`config.mk`:
```
export PLATFORM = sky130hd
export DESIGN_NAME = pc_gen
export DESIGN_NICKNAME = d
export VERILOG_FILES = /design/src/rtl/pc_gen.sv
export SDC_FILE = /design/constraint.sdc
export NUM_CORES = 1
export LEC_CHECK = 0
export CAP_MARGIN = 15
export CORE_MARGIN = 5
export CORE_UTILIZATION = 40
export CTS_CLUSTER_DIAMETER = 50
export DETAILED_ROUTE_END_ITERATION = 10
export GPL_TIMING_DRIVEN = 0
export PLACE_DENSITY = 0.81
export SYNTH_ARGS = -nofsm -noshare
export SYNTH_HDL_FRONTEND = slang
export SYNTH_SLANG_ARGS = --single-unit
```
`constraint.sdc`:
```
create_clock -name clk -period 3.3 [get_ports clk]
set_clock_uncertainty 0.15 [all_clocks]
set_input_delay 0.33 -clock clk [delete_from_list [all_inputs] [get_ports clk]]
set_output_delay 0.33 -clock clk [all_outputs]
set_load 0.005 [all_outputs]
```
`src/rtl/pc_gen.sv`:
```
// Program counter generator: trap/redirect/return/sequential next-PC selection with an
// optional return-address stack enabled by defining PC_GEN_RAS_EN.
module pc_gen #(
  parameter int              XLEN         = 32,
  parameter logic [XLEN-1:0] RESET_VECTOR = '0,
  parameter int              RAS_DEPTH    = 4
) (
  input  logic            clk,
  input  logic            reset,
  input  logic            enable,
  input  logic            trap_valid,
  input  logic [XLEN-1:0] trap_vector,
  input  logic            redirect_valid,
  input  logic [XLEN-1:0] redirect_target,
  input  logic            call_valid,
  input  logic            ret_valid,
  output logic [XLEN-1:0] pc,
  output logic [XLEN-1:0] pc_plus4,
  output logic            misaligned_fault,
  output logic            ras_empty,
  output logic            ras_full,
  output logic            ras_underflow
);

  logic [XLEN-1:0] pc_next;
  logic [XLEN-1:0] ras_top;
  logic            ret_hit;
  logic            fault_next;

  assign pc_plus4 = pc + XLEN'(4);

`ifdef PC_GEN_RAS_EN
  localparam int CW = $clog2(RAS_DEPTH + 1);

  // ras[0] is the top; older entries sit at higher indices and fall off the end
  logic [XLEN-1:0] ras [RAS_DEPTH];
  logic [CW-1:0]   count;
  logic            do_push;
  logic            do_pop;
  logic            ret_empty;
  logic            unused_ok;

  assign unused_ok = ^trap_vector[1:0];
  assign ras_empty = (count == '0);
  assign ras_full  = (count == CW'(RAS_DEPTH));
  assign ras_top   = ras[0];
  assign ret_hit   = ret_valid && !ras_empty;
  assign do_push   = enable && !trap_valid && call_valid;
  assign do_pop    = enable && !trap_valid && !redirect_valid && ret_valid && !ras_empty;
  assign ret_empty = enable && !trap_valid && !redirect_valid && ret_valid && ras_empty;

  always_ff @(posedge clk) begin
    if (reset) begin
      count <= '0;
    end else if (enable) begin
      if (trap_valid)
        count <= '0;
      else if (do_push && !do_pop && !ras_full)
        count <= count + CW'(1);
      else if (do_pop && !do_push)
        count <= count - CW'(1);
    end
  end

  always_ff @(posedge clk) begin
    if (do_push && do_pop) begin
      ras[0] <= pc_plus4;
    end else if (do_push) begin
      for (int i = RAS_DEPTH - 1; i > 0; i--)
        ras[i] <= ras[i-1];
      ras[0] <= pc_plus4;
    end else if (do_pop) begin
      for (int i = 0; i < RAS_DEPTH - 1; i++)
        ras[i] <= ras[i+1];
    end
  end

  always_ff @(posedge clk) begin
    if (reset)
      ras_underflow <= 1'b0;
    else
      ras_underflow <= ret_empty;
  end
`else
  logic unused_ok;

  assign unused_ok     = ^{trap_vector[1:0], call_valid, ret_valid};
  assign ras_empty     = 1'b1;
  assign ras_full      = 1'b0;
  assign ras_underflow = 1'b0;
  assign ras_top       = '0;
  assign ret_hit       = 1'b0;
`endif

  // A misaligned redirect holds the current PC and raises a fault instead.
  always_comb begin
    pc_next    = pc_plus4;
    fault_next = 1'b0;
    if (trap_valid) begin
      pc_next = {trap_vector[XLEN-1:2], 2'b00};
    end else if (redirect_valid) begin
      if (redirect_target[1:0] != 2'b00) begin
        pc_next    = pc;
        fault_next = 1'b1;
      end else begin
        pc_next = redirect_target;
      end
    end else if (ret_hit) begin
      pc_next = ras_top;
    end
  end

  always_ff @(posedge clk) begin
    if (reset) begin
      pc               <= RESET_VECTOR;
      misaligned_fault <= 1'b0;
    end else begin
      misaligned_fault <= enable && fault_next;
      if (enable)
        pc <= pc_next;
    end
  end

endmodule

```
==> impl_metrics.tcl <==
set metrics [dict create \
    outcome "finished, final reports clean" \
    post_route_cells_drive_above_1_share 0.0777 \
    post_synth_num_cell_types 61 \
    timing.critical_path.slowest_stage_cell "nor4_1" \
    ys_dominant_reg_cell "dfxtp_1" \
    power-per-cell-area_nw_per_um2 289 \
    drt-vias-per-instance 6.06 \
    die_width_um 91.3 \
    yosysTopAreaCell "dfxtp_1" \
    ctsLongestPathBuffers 2 \
    rows 29 \
    synth_top_cells_by_area "dfxtp_1 25%, xnor2_1 5.6%, nand2_1 4.1%" \
    final.fill_count 565 \
    num_vias 3349 \
    ys_seq_elements 33 \
    final_cell_mix "128 x clkdlybuf4s50_1, 31 x dfxtp_1, 29 x nand2_1, 21 x nor2_1" \
    comb_power_share 0.337 \
    critical_path_arrival_ps 2700 \
    final.period_utilization 0.962 \
    data_required_time_of_the_worst_path_ps 2820 \
    dr.pass1.iters 5 \
    critPathLaunchType "flip-flop" \
    final_max_slew_viol_count 0 \
    cts_buffers 5 \
    cts.sink_count 33 \
    synth_seq_area_share 0.250 \
    clk_transition_reported_paths_ps 70 \
    setup_crit_end_kind "output pin" \
    postSynthCellCount 340 \
    remaining_drc_errors 0 \
    globalRouteOverflowTotal 0 \
    report.final.setup_viol 0 \
    fp.coreArea_um2 6390 \
    multi_input_area_um2 1800 \
    portBuffers 128 \
    layout_commonest_cell "clkdlybuf4s50_1" \
    start_util 0.414 \
    synth_area_per_cell_um2 7.77 \
    critical_path.n_buffers_inverters 2 \
    worstHoldPathType "reg2reg" \
    p_int_uw 824 \
    synth_enable_flop_cells 0 \
    p_leak_nw 1.49 \
    area_growth_syn_to_fin_pct 55.9 \
    grt_max_degree 11 \
    summed_instance_area_of_the_synthesized_netlist_um2 2640 \
    cts_setup_buffers 0 \
    max_freq_ghz 0.315 \
    pwr-share-seq 0.396 \
    hpwl_mm 8.10 \
    tightestPinTransition_ps 874 \
    grt_pass1_vias 3233 \
    worstSkewPairLatency_ps 290 \
    worst-setup-path-type "reg2out" \
    num-nets-final 548 \
    height_of_the_chip_um 91.3 \
    crit_chain "clkbuf_1 -> and4_1 -> nand2_1 -> nor4_1 -> xor2_1 -> clkdlybuf4s50_1" \
    cpPeakStageDelay_ps 690 \
    drtIter0Drc 355 \
    grt_setup_unrepaired "no" \
    post_route_total_power_mw 1.19 \
    total_number_of_yosys_warnings 0 \
    wl_per_cell_um 19.6 \
    antenna_violations_before_repair 0 \
    post-route-min-period_ps 3180 \
    tritoncts "built" \
    power.clock.fraction 0.267 \
    place.gp.congestion 0.929 \
    cts-root-buf "clkbuf_8" \
    clock_tree.htree_level_count 2 \
    synth_top_cell_area_share 0.250 \
    io-pin-count 139 \
    power.switching_fraction 0.308 \
    totalNegativeSetupSlack_ps 0 \
    routed_wirelength_mm 10.8 \
    die_area_um2 8330 \
    slew_headroom 0.415 \
    p_switching_uw 367 \
    crit_fanout 8 \
    register_area_um2 663 \
    wire_length_of_the_first_global_routing_pass_mm 16.8 \
    path_delay_family "simple AND/OR/NAND/NOR gates" \
    postSynth.asyncResetShare 0 \
    gr-usage-all-layers 0.247 \
    antenna_violating_nets_post_route 0 \
    cap_viol_max_count 0 \
    antenna_cells_inserted 0 \
    ir_drop_v 0.000152 \
    final_hold_violating_endpoints 0 \
]
==> stage by stage <==
stage | setup slack [ps] | area [µm²] | cells | hold slack [ps] | util
2_1_floorplan | 927 | 2650 | 341 | 329 | -
3_3_place_gp | 345 | 4020 | 546 | 327 | 0.630
3_5_place_dp | 303 | 4020 | 546 | 332 | 0.630
4_1_cts | 51.8 | 4110 | 553 | 350 | 0.644
5_1_grt | 8.83 | 4120 | 553 | 370 | 0.645
6_report | 124 | 4120 | 553 | 346 | 0.645
==> worst paths after layout <==
path | from | end | slack [ps] | cells after the start
max reg2reg | pc[16] | pc[31] | 950 | 6
min reg2reg | pc[0] | pc[0] | 350 | 1
min | pc[0] | pc[0] | 350 | 1
max | pc[16] | pc_plus4[31] | 120 | 6
==> cell type report <==
| cell class | instances | area share |
|---|---|---|
| Multi-Input combinational cell | 268 | 0.438 |
| Tap cell | 77 | 0.0234 |
| Clock buffer | 7 | 0.0210 |
| Sequential cell | 33 | 0.161 |
| Buffer | 34 | 0.0401 |
| Inverter | 6 | 0.00547 |
| Timing Repair Buffer | 128 | 0.311 |
==> per-layer routing <==
metal,routed length (µm),share of wire,up-vias,global-route usage
li1,-,-,1546,-
met1,4280,0.40,1572,0.300
met2,5220,0.48,203,0.417
met3,1090,0.10,28,0.0760
met4,231,0.021,0,0.0770
met5,0,0,-,0
==> Yosys cell counts, drive strengths merged, types with 3 or more instances <==
library cell	n
and3	4
o21ai	25
o211ai	9
nor4	4
xor2	10
nand4	10
a22oi	6
o32ai	4
nor2	22
nor3	13
a221oi	6
nand2b	4
o22ai	6
a22o	6
mux2i	6
dfxtp	33
a222oi	3
clkbuf	20
xnor2	17
nand2	29
o31ai	3
and2	4
a21oi	17
nand3	13
inv	5
and4	7
a221o	4
nor2b	4
a2bb2oi	4
o31a	4
buf	14
==> power groups by stage <==
stage | registers (mW) | clock network [mW] | logic (mW)
after floorplan | 0.472 | 0 | 0.162
after global placement | 0.477 | 0 | 0.390
after detailed placement | 0.479 | 0 | 0.396
after CTS | 0.470 | 0.317 | 0.398
after global routing | 0.477 | 0.339 | 0.428
final | 0.472 | 0.318 | 0.401
==> sequential cells by signal (all words and copies together), names as in the netlist <==
register	flops
misaligned_fault	1
pc	32
==> kinds of logic after synthesis <==
| logic type | Yosys count | synth area share |
|---|---|---|
| and+or+nand+nor | 122 | 0.268 |
| AOI/OAI and AO/OA | 108 | 0.287 |
| buffers and inverters | 40 | 0.0711 |
| DFF | 33 | 0.250 |
| xor gates and xnor gates | 27 | 0.0895 |
| muxes | 7 | 0.0270 |
| other | 2 | 0.00284 |
| adders and majority gates | 1 | 0.00474 |
==> worst register-to-register path, delay by kind of cell (launching register included) <==
kind	cells	cell delay, ps
AO/OA/AOI/OAI	1	100
buffers and inverters	1	350
flip-flops	1	320
multiplexers	1	280
AND/OR/NAND/NOR	3	1030
==> what timing repair did <==
| item | 4_1_cts | 5_1_grt |
|---|---|---|
| hold buffers | 0 | 0 |
| endpoints found under the hold margin | 0 | 0 |
| endpoints found under the setup margin | 1 | 1 |
| gates resized for setup | 1 | 2 |
Power figures use the tool's default switching activity.
